$ cat src/rtl/panel_loader.sv
// rtl/panel_loader.sv - front-panel image loader
// Streams (addr,data) words into PDP8 memory via timed load/deposit pulses, then loads PC and runs.
module panel_loader #(
   parameter int SETUP_CYCLES = 10,
   parameter int PULSE_CYCLES = 10,
   parameter int GAP_CYCLES   = 30
) (
   input  logic        clock,
   input  logic        reset,
   input  logic        start,
   input  logic [11:0] start_pc,
   input  logic        word_valid,
   output logic        word_ready,
   input  logic [11:0] word_addr,
   input  logic [11:0] word_data,
   input  logic        word_last,
   output logic [12:0] sw,
   output logic        load_pc_btn,
   output logic        deposit_btn,
   output logic        busy,
   output logic        done,
   output logic [12:0] words_loaded
);

   typedef enum logic [2:0] {IDLE, WAIT_WORD, ADDR_PH, DATA_PH, PC_PH, RUN} state_t;
   typedef enum logic [1:0] {SUB_SETUP, SUB_PULSE, SUB_GAP} sub_t;

   localparam logic [7:0] LP_S = 8'(SETUP_CYCLES - 1);
   localparam logic [7:0] LP_P = 8'(PULSE_CYCLES - 1);
   localparam logic [7:0] LP_G = 8'(GAP_CYCLES - 1);

   state_t      r_state;
   sub_t        r_sub;
   logic [7:0]  r_cnt;
   logic [11:0] r_pc;
   logic [11:0] r_data;
   logic        r_last;
   logic [12:0] r_sw;
   logic        r_load_pc;
   logic        r_deposit;
   logic        r_ready;
   logic        r_busy;
   logic        r_done;
   logic [12:0] r_words;

   always_ff @(posedge clock) begin
      if (reset) begin
         r_state   <= IDLE;
         r_sub     <= SUB_SETUP;
         r_cnt     <= '0;
         r_pc      <= '0;
         r_data    <= '0;
         r_last    <= 1'b0;
         r_sw      <= '0;
         r_load_pc <= 1'b0;
         r_deposit <= 1'b0;
         r_ready   <= 1'b0;
         r_busy    <= 1'b0;
         r_done    <= 1'b0;
         r_words   <= '0;
      end else begin
         case (r_state)
            IDLE: begin
               if (start) begin
                  r_pc    <= start_pc;
                  r_busy  <= 1'b1;
                  r_ready <= 1'b1;
                  r_words <= '0;
                  r_state <= WAIT_WORD;
               end
            end
            WAIT_WORD: begin
               if (word_valid && r_ready) begin
                  r_ready     <= 1'b0;
                  r_sw[11:0]  <= word_addr;
                  r_data      <= word_data;
                  r_last      <= word_last;
                  r_sub       <= SUB_SETUP;
                  r_cnt       <= LP_S;
                  r_state     <= ADDR_PH;
               end
            end
            ADDR_PH, DATA_PH, PC_PH: begin
               // Each phase: setup (button low), pulse (button high), gap (button low).
               if (r_cnt != 8'd0) begin
                  r_cnt <= r_cnt - 8'd1;
               end else begin
                  case (r_sub)
                     SUB_SETUP: begin
                        r_sub <= SUB_PULSE;
                        r_cnt <= LP_P;
                        if (r_state == DATA_PH) r_deposit <= 1'b1;
                        else                    r_load_pc <= 1'b1;
                     end
                     SUB_PULSE: begin
                        r_sub     <= SUB_GAP;
                        r_cnt     <= LP_G;
                        r_load_pc <= 1'b0;
                        r_deposit <= 1'b0;
                     end
                     default: begin
                        r_sub <= SUB_SETUP;
                        r_cnt <= LP_S;
                        case (r_state)
                           ADDR_PH: begin
                              r_sw[11:0] <= r_data;
                              r_state    <= DATA_PH;
                           end
                           DATA_PH: begin
                              if (r_words != 13'd4096) r_words <= r_words + 13'd1;
                              if (r_last) begin
                                 r_sw[11:0] <= r_pc;
                                 r_state    <= PC_PH;
                              end else begin
                                 r_ready <= 1'b1;
                                 r_state <= WAIT_WORD;
                              end
                           end
                           default: begin
                              r_sw[12] <= 1'b1;
                              r_done   <= 1'b1;
                              r_busy   <= 1'b0;
                              r_state  <= RUN;
                           end
                        endcase
                     end
                  endcase
               end
            end
            default: ;
         endcase
      end
   end

   assign word_ready   = r_ready;
   assign sw           = r_sw;
   assign load_pc_btn  = r_load_pc;
   assign deposit_btn  = r_deposit;
   assign busy         = r_busy;
   assign done         = r_done;
   assign words_loaded = r_words;

endmodule
$ cat config.mk
export PLATFORM = sky130hd
export DESIGN_NAME = panel_loader
export DESIGN_NICKNAME = d
export VERILOG_FILES = /design/src/rtl/panel_loader.sv
export SDC_FILE = /design/constraint.sdc
export NUM_CORES = 1
export LEC_CHECK = 0
export ABC_AREA = 1
export CAP_MARGIN = 20
export CORE_MARGIN = 2
export CORE_UTILIZATION = 50
export CTS_CLUSTER_DIAMETER = 60
export DETAILED_ROUTE_END_ITERATION = 8
export GPL_TIMING_DRIVEN = 1
export PLACE_DENSITY = 0.78
export SETUP_SLACK_MARGIN = 0.02
export SLEW_MARGIN = 20
export SYNTH_ARGS = -nofsm -noshare
export SYNTH_HDL_FRONTEND = slang
export SYNTH_SLANG_ARGS = --single-unit
$ cat constraint.sdc
create_clock -name clock -period 2.55 [get_ports clock]
set_input_delay 0.3825 -clock clock [delete_from_list [all_inputs] [get_ports clock]]
set_output_delay 0.3825 -clock clock [all_outputs]
set_load 0.05 [all_outputs]
==> impl_metrics.ini <==
[power_and_ir_drop]
irDropWorstVdd_v = 0.0005722
p_total_uw = 5544
sw_frac_of_total_pct = 47.69
p_int_uw = 2900
combPwrFrac_pct = 53.9
power_leakage_uw = 0.001931
seq_power_share_pct = 28.8
p_clk_share_pct = 17.2
p_switching_uw = 2644
power_density_nw_per_um2 = 1229

[route]
dr_total_vias = 3571
ant_nets = 0
wl_per_cell_microns = 12.58
drt-pass1-iter-count = 5
drtIter0Drc = 297
drc_errors = 0
wirelength_microns = 8882
viasPerCell = 5.058

[outcome]
status = finished clean

[global_route]
use_met3_pct = 3.110
grt_overflow = 0
grt_pass1_wl_microns = 14590
grt-busiest-layer = met2
antenna_found_initial = 0
grt_usage_pct = 23.92
use_met2_pct = 36.91
grt_start_max_net_pins = 29
grt_pass1_vias = 3222
met1_usage_pct = 33.33

[cts]
path_clk_slew_ns = 0.07
cts_tree = built
cts_resized = 0
cts.path.max_buffers = 2
postCtsSetupRepairBufs = 0
cts.hold.buffers_added = 0
cts_made_buffers = 9
clock_latency_ns = 0.34
clock-sinks = 68
ctsHtreeMaxLevel = 3
root_buffer = clkbuf_8

[worst_setup_path]
critPathTopFamily = simple AND/OR/NAND/NOR gates
crit_chain = nor2_4 > nand2_4 > nand2_2 > nand2_2 > nand2_1 > inv_2 > nand3_2 > nand2_1 > nand2_1 > nor2_1
arrival_ns = 2.36
cp_max_fo = 14
path_buf_inv = 1
endpoint_kind = register
cpMaxStageDelayCell = dfxtp_1
cp-start-kind = register
path_class = reg2reg
critPathMaxStageDelay_ns = 0.51
worstPathRequired_ns = 2.82
cpMostUsedCell = nand2_1

[floorplan]
die_height_microns = 87.93
rows = 30
die_area_sq_um = 7732
pin_count = 72
core-area_sq_um = 6794
start_util_pct = 51.84
chipWidth_microns = 87.93

[sta]
worst_pin_slew_ns = 0.7452
setup_tns_ns = 0
setup_viol = 0
rsz0062_at_grt = no
finalCritPeriodShare_pct = 81.97
fin_worst_skew_ns = 0.006109
layout_min_cycle_time_ns = 2.090
relSlewSlack_pct = 49.93
max_freq_mhz = 478.4
final_hold_viol_count = 0
drv_slew = 0

[final_layout]
final_common_cell = nor2_1
diodes = 0
layout-drive-gt1-share_pct = 7.213
final_nets = 650
areaGrowthSynthToFinish_pct = 28.10
stdcell_count = 706
layout_common_cells = nor2_1 (112), nand2_1 (108), clkdlybuf4s50_1 (71), dfxtp_1 (68), inv_1 (60)

[yosys]
synth.net_count = 582
syn_area_sq_um = 3522
syn_avg_cell_area_sq_um = 6.559
synth_cells = 537
synth_cell_type_count = 34
synth_seq_area_share_pct = 38.65
synth-seq-cells = 68
yosys_warnings = 0

[place]
dp.cells = 690
gp_congestion = 0.8722
portBuffers = 71
dp_hpwl_microns = 6285

[run]
drv_cap = 0

[min_path]
hp-class = reg2reg
==> power by group through the flow <==
stage / clock (uW) / sequential (uW) / combinational (uW)
6_report: 955 / 1600 / 2990
4_1_cts: 968 / 1600 / 2960
3_3_place_gp: 0 / 1610 / 2880
3_5_place_dp: 0 / 1620 / 2950
2_1_floorplan: 0 / 2060 / 1790
5_1_grt: 1020 / 1640 / 3320
==> kinds of logic (layout without fill, tap and decap cells) <==
group | after synthesis | after routing | synth area share (%)
flip-flops | 68 | 68 | 38.65
buffers and inverters | 87 | 160 | 10.34
XOR/XNOR | 4 | 4 | 0.9949
AO/OA/AOI/OAI | 102 | 102 | 15.10
AND/OR/NAND/NOR | 272 | 272 | 33.50
adder cells (fa/ha/maj) | 4 | 4 | 1.421
==> cell type report <==
cell class / instances / area, sq um
Clock buffer: 9 / 123.9
Clock inverter: 7 / 91.34
Fill cell: 596 / 2282
Inverter: 64 / 240.2
Tap cell: 96 / 120.1
Sequential cell: 68 / 1361
Multi-Input combinational cell: 382 / 1797
Timing Repair Buffer: 80 / 778.2
==> state kept, by name (all words and copies together) (netlist names) <==
register,count
busy,1
r_data,12
r_cnt,8
r_pc,12
deposit_btn,1
load_pc_btn,1
word_ready,1
r_state,3
r_last,1
words_loaded,13
sw,13
r_sub,2
==> routing by layer <==
| metal | part of all wire (%) | vias to the layer above | wire, microns |
|---|---|---|---|
| li1 | - | 1843 | - |
| met1 | 47 | 1594 | 4167 |
| met2 | 47 | 122 | 4164 |
| met3 | 4.9 | 12 | 431 |
| met4 | 1.3 | 0 | 118 |
| met5 | 0 | - | 0 |
==> path summary, 6_finish.rpt <==
| check | depth (start not counted) | end | startpoint | slack [ns] |
|---|---|---|---|---|
| min | 2 | r_pc[7] | r_pc[7] | 0.45 |
| min reg2reg | 2 | r_pc[7] | r_pc[7] | 0.45 |
| max reg2reg | 10 | words_loaded[12] | r_state[0] | 0.46 |
| max | 10 | words_loaded[12] | r_state[0] | 0.46 |
==> metrics by stage <==
step / area, sq um / setup WS (ns) / util, % / hold slack, ns
after floorplan: 3522 / 0.6896 / - / 0.4205
after global placement: 4297 / 0.4243 / 63.24 / 0.4284
after detailed placement: 4297 / 0.3390 / 63.24 / 0.4333
after CTS: 4512 / 0.4922 / 66.41 / 0.4463
after global routing: 4512 / 0.2242 / 66.41 / 0.4679
final: 4512 / 0.4597 / 66.41 / 0.4479
==> tightest hold or removal path, cell delays in order (launching register included) <==
cell and delay, ns:
dfxtp_1 0.31, inv_1 0.05, a21oi_1 0.05
==> Yosys cell counts <==
library cell  instances  area (sq um)
dfxtp_1              68          1361
nand2_2               3         18.77
and3_1                1         6.260
nand4_4               1         21.27
ha_1                  4         50.05
inv_2                 3         11.26
xnor2_1               2         17.52
nand2_4               1         11.26
clkbuf_1             12         45.04
buf_6                 2         22.52
o21ai_1               3         15.01
nand3b_1              1         7.510
a211oi_1              2         15.01
a31oi_1               3         18.77
clkinv_1              1         3.750
buf_2                 3         15.01
xor2_1                2         17.52
buf_4                 5         37.54
nor2_2                3         18.77
or2_2                 1         6.260
nor2_1              112         420.4
nor3_1                9         45.04
nand4_1              14         87.58
o21a_1                1         7.510
o211ai_1              2         15.01
o21ai_0              57         285.3
o21bai_1              2         15.01
nor2_4                5         56.30
buf_1                 1         3.750
inv_1                60         225.2
a21oi_1              32         160.2
nand2_1             108         405.4
nand3_1              11         55.05
nand3_2               2         20.02
Power figures use the tool's default switching activity.
